$ cat src/rtl/hangman_pkg.sv
// Shared definitions for the hangman input controller: controller states,
// default guess holdoff and the ASCII bounds used by the letter decoder.
package hangman_pkg;

  typedef enum logic [2:0] {
    ST_ENTRY   = 3'd0,
    ST_START   = 3'd1,
    ST_PLAY    = 3'd2,
    ST_OVER    = 3'd3,
    ST_RESTART = 3'd4
  } state_t;

  localparam int HOLDOFF_DEFAULT = 8;

  localparam logic [7:0] ASCII_UPPER_A  = 8'h41;
  localparam logic [7:0] ASCII_UPPER_Z  = 8'h5A;
  localparam logic [7:0] ASCII_CASE_OFS = 8'h20;

  localparam int ALPHA_LEN = 26;
  localparam int WORD_LEN  = 5;

  localparam logic [2:0] WIN_COUNT  = 3'd5;
  localparam logic [2:0] LOSE_COUNT = 3'd6;

endpackage

$ cat src/rtl/letter_decode.sv
// Keypad code to letter: folds lowercase onto uppercase, flags codes that are
// letters after folding and produces the one-hot alphabet index (bit0 = 'A').
module letter_decode
  import hangman_pkg::*;
(
  input  logic [7:0]  char,
  output logic [7:0]  letter,
  output logic        is_letter,
  output logic [25:0] idx_onehot
);

  logic [7:0] folded;
  logic [4:0] idx;

  // Fold case, range-check and build the one-hot index.
  always_comb begin
    folded = char;
    if ((char >= (ASCII_UPPER_A + ASCII_CASE_OFS)) &&
        (char <= (ASCII_UPPER_Z + ASCII_CASE_OFS)))
      folded = char - ASCII_CASE_OFS;
    is_letter  = (folded >= ASCII_UPPER_A) && (folded <= ASCII_UPPER_Z);
    idx        = 5'(folded - ASCII_UPPER_A);
    letter     = is_letter ? folded : 8'h00;
    idx_onehot = is_letter ? (26'd1 << idx) : 26'd0;
  end

endmodule

$ cat src/rtl/game_input_ctrl.sv
// Hangman input controller: collects the secret word, starts the game,
// rate-limits and de-duplicates guesses, and latches the win/lose result.
//
//   state    | meaning
//   ---------+-----------------------------------------------------------
//   ENTRY    | collecting up to five secret-word letters, waiting for submit
//   START    | toggle_state pulse; clear used mask, arm guess holdoff
//   PLAY     | accepting guesses, watching correct/incorrect for game end
//   OVER     | result held; only new_game leaves
//   RESTART  | gameEnd pulse; everything already cleared, back to ENTRY
module game_input_ctrl
  import hangman_pkg::*;
#(
  parameter int HOLDOFF = HOLDOFF_DEFAULT
) (
  input  logic        clk,
  input  logic        nRst,
  input  logic [7:0]  char,
  input  logic        char_valid,
  input  logic        submit,
  input  logic        new_game,
  input  logic        red_busy,
  input  logic [2:0]  correct,
  input  logic [2:0]  incorrect,
  output logic [39:0] setWord,
  output logic        toggle_state,
  output logic [7:0]  guess,
  output logic        gameEnd,
  output logic [25:0] used,
  output logic        dup,
  output logic        win,
  output logic        lose,
  output logic [2:0]  entry_cnt
);

  localparam int HW = (HOLDOFF < 1) ? 1 : $clog2(HOLDOFF + 1);
  localparam logic [HW-1:0] HOLD_LOAD = HW'(HOLDOFF);

  state_t        state;
  logic [HW-1:0] holdoff;

  logic [7:0]    letter;
  logic          is_letter;
  logic [25:0]   idx_onehot;

  logic          letter_ok;
  logic          hold_zero;
  logic          game_done;
  logic          accept;
  logic          fresh;
  logic          repeat_hit;
  logic          hold_load;

  letter_decode u_decode (
    .char       (char),
    .letter     (letter),
    .is_letter  (is_letter),
    .idx_onehot (idx_onehot)
  );

  // Guess qualification. A letter arriving while dup is still high is dropped
  // so that dup can never stay asserted on back-to-back repeated guesses.
  always_comb begin
    letter_ok  = char_valid && is_letter;
    hold_zero  = (holdoff == '0);
    game_done  = hold_zero && ((correct == WIN_COUNT) || (incorrect == LOSE_COUNT));
    accept     = letter_ok && hold_zero && !red_busy && !dup;
    fresh      = accept && ((used & idx_onehot) == '0);
    repeat_hit = accept && !fresh;
    hold_load  = (state == ST_START) ||
                 ((state == ST_PLAY) && !game_done && fresh);
  end

  // Guess holdoff: down-counter that saturates at zero, reloaded on start and
  // on every new guess.
  always_ff @(posedge clk or negedge nRst) begin
    if (!nRst)
      holdoff <= '0;
    else if (new_game)
      holdoff <= '0;
    else if (hold_load)
      holdoff <= HOLD_LOAD;
    else if (!hold_zero)
      holdoff <= holdoff - HW'(1);
  end

  // Controller state and registered outputs; new_game overrides everything.
  always_ff @(posedge clk or negedge nRst) begin
    if (!nRst) begin
      state        <= ST_ENTRY;
      setWord      <= '0;
      toggle_state <= 1'b0;
      guess        <= '0;
      gameEnd      <= 1'b0;
      used         <= '0;
      dup          <= 1'b0;
      win          <= 1'b0;
      lose         <= 1'b0;
      entry_cnt    <= '0;
    end else begin
      toggle_state <= 1'b0;
      gameEnd      <= 1'b0;
      dup          <= 1'b0;
      if (new_game) begin
        // A repeated new_game while already restarting does not re-pulse.
        state     <= ST_RESTART;
        gameEnd   <= (state != ST_RESTART);
        setWord   <= '0;
        guess     <= '0;
        used      <= '0;
        entry_cnt <= '0;
        win       <= 1'b0;
        lose      <= 1'b0;
      end else begin
        case (state)
          ST_ENTRY: begin
            if (letter_ok && (entry_cnt < 3'(WORD_LEN))) begin
              setWord   <= {setWord[31:0], letter};
              entry_cnt <= entry_cnt + 3'd1;
            end
            if (submit && (entry_cnt == 3'(WORD_LEN))) begin
              state        <= ST_START;
              toggle_state <= 1'b1;
            end
          end
          ST_START: begin
            guess <= '0;
            used  <= '0;
            state <= ST_PLAY;
          end
          ST_PLAY: begin
            if (game_done) begin
              state <= ST_OVER;
              if (correct == WIN_COUNT)
                win <= 1'b1;
              else
                lose <= 1'b1;
            end else if (fresh) begin
              guess <= letter;
              used  <= used | idx_onehot;
            end else if (repeat_hit) begin
              dup <= 1'b1;
            end
          end
          ST_OVER: begin
            state <= ST_OVER;
          end
          ST_RESTART: begin
            state <= ST_ENTRY;
          end
          default: begin
            state <= ST_ENTRY;
          end
        endcase
      end
    end
  end

endmodule

$ cat config.mk
export PLATFORM = sky130hd
export DESIGN_NAME = game_input_ctrl
export DESIGN_NICKNAME = d
export VERILOG_FILES = /design/src/rtl/hangman_pkg.sv /design/src/rtl/letter_decode.sv /design/src/rtl/game_input_ctrl.sv
export SDC_FILE = /design/constraint.sdc
export NUM_CORES = 1
export LEC_CHECK = 0
export BUFFER_PORTS_ARGS = -buffer_cell sky130_fd_sc_hd__buf_4
export CAP_MARGIN = 20
export CORE_MARGIN = 2
export CORE_UTILIZATION = 40
export DETAILED_ROUTE_END_ITERATION = 12
export GPL_ROUTABILITY_DRIVEN = 0
export HOLD_SLACK_MARGIN = 0.03
export MAX_ROUTING_LAYER = met4
export PLACE_DENSITY = 0.63
export SYNTH_ARGS = -nofsm -noshare
export SYNTH_HDL_FRONTEND = slang
export SYNTH_SLANG_ARGS = --single-unit
$ cat constraint.sdc
create_clock -name clk -period 3.4 [get_ports clk]
set_clock_uncertainty 0.15 [all_clocks]
set_input_delay 0.51 -clock clk [delete_from_list [all_inputs] [get_ports clk]]
set_output_delay 0.51 -clock clk [all_outputs]
set_load 0.02 [all_outputs]
After elaboration in Yosys (flattened, before gate mapping)

Index checks and enable logic that the tools add are counted.
W data, S select, Z words.

Bits in registers: 89
Bits of input ports: 20
Logic and storage cells: 110

Add/sub/neg operators: 4
$lt $le $gt $ge: 5
Equality and inequality tests: 13
Shift operators: 1
Muxes and demuxes: 41
Bitwise logic cells: 2
Reductions and logical operators: 33

Operator list:

| operator               | count |
|---|---|
| $mux W40               | 3 |
| $mux W26               | 4 |
| $pmux W26 S2           | 1 |
| $mux W8                | 5 |
| $and A26 B26 Y26       | 1 |
| $logic_not A26 Y1      | 1 |
| $or A26 B26 Y26        | 1 |
| $shl A1 B5 Y26 const A | 1 |
| $mux W3                | 6 |
| $mux W1                | 17 |
| $ge A8 B7 Y1 const B   | 2 |
| $le A8 B7 Y1 const B   | 2 |
| $pmux W8 S2            | 1 |
| $ne A3 B3 Y1 const B   | 5 |
| $logic_and A1 B1 Y1    | 13 |
| $mux W4                | 3 |
| $pmux W3 S4            | 1 |
| $reduce_bool A2 Y1     | 5 |
| $eq A3 B3 Y1 const B   | 3 |
| $reduce_and A3 Y1      | 3 |
| $sub A8 B6 Y8 const B  | 1 |
| $eq A3 B2 Y1 const B   | 2 |
| $sub A5 B1 Y5 const B  | 1 |
| $logic_not A1 Y1       | 4 |
| other kinds (11)       | 13 |

Logic depth before layout (Yosys ltp)

Depth in word-level cells: 17
Depth in mapped cells: 9
Depth with buffers taken out: 8

Cells and area by module

Synthesis repeated with hierarchy kept, for this count alone.

Cell total of the unflattened synthesis: 444
Area total of the unflattened synthesis: 4202.8 um^2

Modules (own cells, without submodules):

| module          | instances | cells each | area an instance (um^2) | sequential area each (um^2) |
|---|---|---|---|---|
| game_input_ctrl | 1         | 368        | 3793.6                  | 2227.1 |
| letter_decode   | 1         | 76         | 409.1                   | 0.0 |

Worst setup path before layout

No wires, ideal clock.

Path kind: in2reg
Start point: input port char[5]
End point: register used[13]
Library setup time: 0.091 ns
Data arrival time: 2.435 ns
Data required time: 3.159 ns
Setup slack: 0.724 ns
Stages on the path: 9
Cells stage by stage: inv_1 ha_1 o21a_1 a311o_1 nor4b_2 and4_2 nand3_4 buf_6 o31ai_4

Cells in the longest elaborated chain, start to end: 12
Elaborated cells on any way between the ends: 25
Classes of those cells: 2 x add/sub; 4 x order compare; 1 x eq/ne; 1 x shift; 6 x mux; 2 x bitwise; 9 x reduce/logical

RTL lines:

| what                                                 | RTL line                                 | RTL |
|---|---|---|
| start: declaration                                   | game_input_ctrl.sv:18                    | `input logic [7:0] char,` |
| $ge A8 B7 Y1 or $le A8 B7 Y1 (tied branches)         | letter_decode.sv:18, letter_decode.sv:19 |  |
| $logic_and A1 B1 Y1                                  | letter_decode.sv:18                      | `if ((char >= (ASCII_UPPER_A + ASCII_CASE_OFS)) &&` |
| $mux W8 *                                            | letter_decode.sv:18                      |  |
| branches (longest 9 deep; another with $ge A8 B7 Y1) | n/a                                      |  |
| end signal: assignment                               | game_input_ctrl.sv:140                   | `used <= used \| idx_onehot;` |
| end: declaration                                     | game_input_ctrl.sv:29                    | `output logic [25:0] used,` |

Mark *: on every way between the ends. The select of a mux whose other input is x is not followed.
A chain may end at the register's enable or synchronous reset.

Worst setup path in the final report

Start point: register holdoff[0]
End point: register used[8]

Cells in the longest elaborated chain, start to end: 7
Elaborated cells on any way between the ends: 9
Classes of those cells: 2 x eq/ne; 7 x reduce/logical

RTL lines:

| what                                 | RTL line              | RTL |
|---|---|---|
| start: declaration                   | game_input_ctrl.sv:40 | `logic [HW-1:0] holdoff;` |
| start signal: assignment             | game_input_ctrl.sv:84 | `holdoff <= holdoff - HW'(1);` |
| $logic_not A4 Y1 *                   | game_input_ctrl.sv:65 | `hold_zero = (holdoff == '0);` |
| $logic_and A1 B1 Y1 (3 in a row)     | game_input_ctrl.sv:67 | `accept = letter_ok && hold_zero && !red_busy && !dup;` |
| $logic_and A1 B1 Y1                  | game_input_ctrl.sv:68 | `fresh = accept && ((used & idx_onehot) == '0);` |
| $ne A3 B3 Y1 (no source line)        | n/a                   |  |
| $reduce_and A3 Y1 (no source line) * | n/a                   |  |

Mark *: on every way between the ends. The rest lies on a longest branch, timed or not.

==> metrics.md <==
| Metric | Value |
|---|---|
| Status | `completed` |
| Hold path start | `submit` |
| Final Cycle Share | `84.7%` |
| Routed len/inst | `17.0 µm` |
| Final Setup Violations | `0` |
| Clk network pwr share | `34.4%` |
| Worst skew pair latency | `0.36 ns` |
| PwrDens | `388 nW/µm²` |
| Die Y | `107 µm` |
| Switching Fraction | `29.3%` |
| Syn Inst Count | `407` |
| Post-synthesis cell area | `4270 µm²` |
| Worst R2R Setup Slack | `0.52 ns` |
| DRT Pass-1 Iters | `4` |
| Post-Route WL | `10.9 mm` |
| Clock buffer depth | `2` |
| Area growth from synthesis to layout | `25.0%` |
| Required @ worst endpoint | `3.51 ns` |
| Asr flop ratio synth | `100%` |
| TritonCTS clock tree | `built` |
| Via/cell ratio | `5.35` |
| Pins Over Slew Limit | `0` |
| Postcts setup bufs | `0` |
| Post-Syn Area per Cell | `10.5 µm²` |
| Worst R2R Start | `holdoff[0]` |
| Final-stage net count | `523` |
| RR Endpoint | `used[8]` |
| Die width | `107 µm` |
| Most used DFF post-synth | `dfrtp_1` |
| Number of global-route vias before repair | `3,321` |
| Slowest stage cell, crit path | `dfrtp_1` |
| Number of hold buffers added after cts | `1` |
| Commonest non-fill, non-tap cell in the layout | `buf_4` |
| Minimum hold slack | `0.312 ns` |
| Port bufs | `101` |
| # H-tree levels | `3` |
| Achievable Freq | `0.347 GHz` |
| Worst Setup End Kind | `flip-flop` |
| Mapped Nets | `431` |
| Flops & latches, synth | `89` |
| Hpwl dp | `7.68 mm` |
| Reg2reg path depth | `8` |
| Gr ovfl total | `0` |
| Crit Path Category | `flip-flop to flip-flop` |
| Peak VDD IR | `0.199 mV` |
| IO Count | `102` |
| Synthesis Warnings | `0` |
| Largest net degree at the start of global routing | `39` |
| Initial Utilization | `41.4%` |
| HP Class | `input pin to flip-flop` |
| Commonest non-fill, non-tap cells in the layout | `107 x buf_4, 89 x dfrtp_1, 39 x nand2_1, 37 x nor2_1` |
| Global-route wire length before repair | `17.7 mm` |
| Psw | `0.607 mW` |
| Root buf cell | `clkbuf_8` |
| DRC Markers | `0` |
| Clk slew on worst S/H paths | `0.10 ns` |
| Data arrival, critical path | `2.99 ns` |
| TritonCTS buffer count | `9` |
| EDFF count, synth | `0` |
| Crit path launch type | `flip-flop` |
| Ratio of cells with drive above 1 in the final layout | `30.0%` |
| FP Rows | `37` |
| Power Internal | `1.47 mW` |
| Hold worst-path end | `toggle_state` |
| Iter 0 DRT Violations | `154` |
| Hold Path Stages | `3` |
| Combinational Power Share | `12.8%` |
| Area contributors post-synth | `dfrtp_1 52%, mux2i_1 4.9%, nand2_1 3.4%, nor2_1 3.3%, a22o_1 3.1%` |
| Maxcap violations | `0` |
| Gr usage total | `20.2%` |
| Post_cts resized | `0` |
| Tmin final | `2.88 ns` |
| Sequential area share after synthesis | `52.2%` |
| Flop pwr share | `52.8%` |
| CTS sink count | `89` |
| Rel. slew slack | `58.5%` |
| RSZ-0062 raised after global routing | `false` |
| Share of the synthesized area in the top cell type | `52.2%` |
| Via count | `3,427` |
| Initial antenna violation count | `0` |
| CP cell instances | `inv_1 -> ha_1 -> nor3b_1 -> nand3_1 -> nor4b_2 -> and4_2 -> nand3_4 -> o31ai_1` |
| Fin. Hold Viols | `0` |
| Core area | `10,300 µm²` |
| Die Footprint | `11,500 µm²` |
| Inserted Diodes | `0` |
| Slowest stage delay, CP | `0.38 ns` |
| Actual slew at the worst max-slew pin | `0.617 ns` |
| Synth area leader | `dfrtp_1` |
| Leak Pwr | `2.44 nW` |
| Crit path max fanout | `19` |
| Setup TNS | `0 ns` |
| Detail Route Antenna Nets | `0` |
| Post-synth cell types | `54` |
-- state kept, by name (all words and copies together) (netlist names), 3 cells and up --
register   cells
state          3
holdoff        4
guess          8
entry_cnt      3
setWord       40
used          26
-- worst max-delay path by stage --
stage	end	cells past startpoint	slack (ns)	startpoint
floorplan	used[13]	9	0.72	char[5]
global placement	used[17]	9	0.40	char[5]
detailed placement	used[17]	9	0.29	char[5]
CTS	used[8]	8	0.52	holdoff[0]
global route	used[8]	8	0.23	holdoff[0]
finish	used[8]	8	0.52	holdoff[0]
-- critical path: cells and delay by family, from the launching register on --
family,cells,cell delay [ns]
adders and majority gates,1,0.23
buffers and inverters,1,0.09
and+or+nand+nor,5,1.59
AOI/OAI and AO/OA,1,0.36
DFF,1,0.38
-- synthesized netlist by cell type, types with 11 or more instances --
library cell  count
dfrtp_1          89
nand2_1          39
nor2_1           37
mux2i_1          21
nand3_1          21
a22o_1           15
buf_2            13
inv_1            13
clkbuf_1         12
nand2b_1         12
o21ai_0          11
o31ai_1          11
-- kinds of logic (layout without fill, tap and decap cells) --
| group | Yosys count | count (layout) | share of synthesized area [%] |
|---|---|---|---|
| buffers and inverters | 43 | 140 | 4.69 |
| AOI/OAI and AO/OA | 84 | 84 | 15.6 |
| adders and majority gates | 4 | 4 | 1.17 |
| DFF | 89 | 89 | 52.2 |
| and+or+nand+nor | 160 | 160 | 20.0 |
| xor gates and xnor gates | 3 | 3 | 0.616 |
| muxes | 24 | 24 | 5.72 |
-- metal layers --
metal  GRT usage (%)  part of all wire (%)
met4            5.47                   1.1
met1            28.8                    46
met5               -                     0
met2            30.2                    47
met3            3.21                   6.3
-- through the flow --
stage	utilization (%)	cells	area [µm²]	power [mW]	worst slack, ns
floorplan	-	407	4270	1.29	0.724
finish	51.7	640	5340	2.07	0.520
CTS	51.6	639	5320	2.09	0.518
global placement	49.6	622	5120	1.37	0.400
global route	51.7	640	5340	2.17	0.226
detailed placement	49.6	622	5120	1.38	0.289
-- power by group through the flow --
stage	clock (mW)	combinational [mW]	sequential, mW
after floorplan	0	0.180	1.11
after global placement	0	0.259	1.11
after detailed placement	0	0.265	1.12
after CTS	0.732	0.266	1.09
after global routing	0.776	0.296	1.10
final	0.713	0.265	1.09
-- cell type report --
class                      count  area, µm²
clock inverter                 7       66.3
fill                         946       4990
inverter                      14       52.6
clock buffer                   9        124
multi-input combinational    275       1850
tap                          136        170
sequential                    89       2230
timing repair buffer         110        845
No activity file was read; power rests on OpenSTA's default activity.
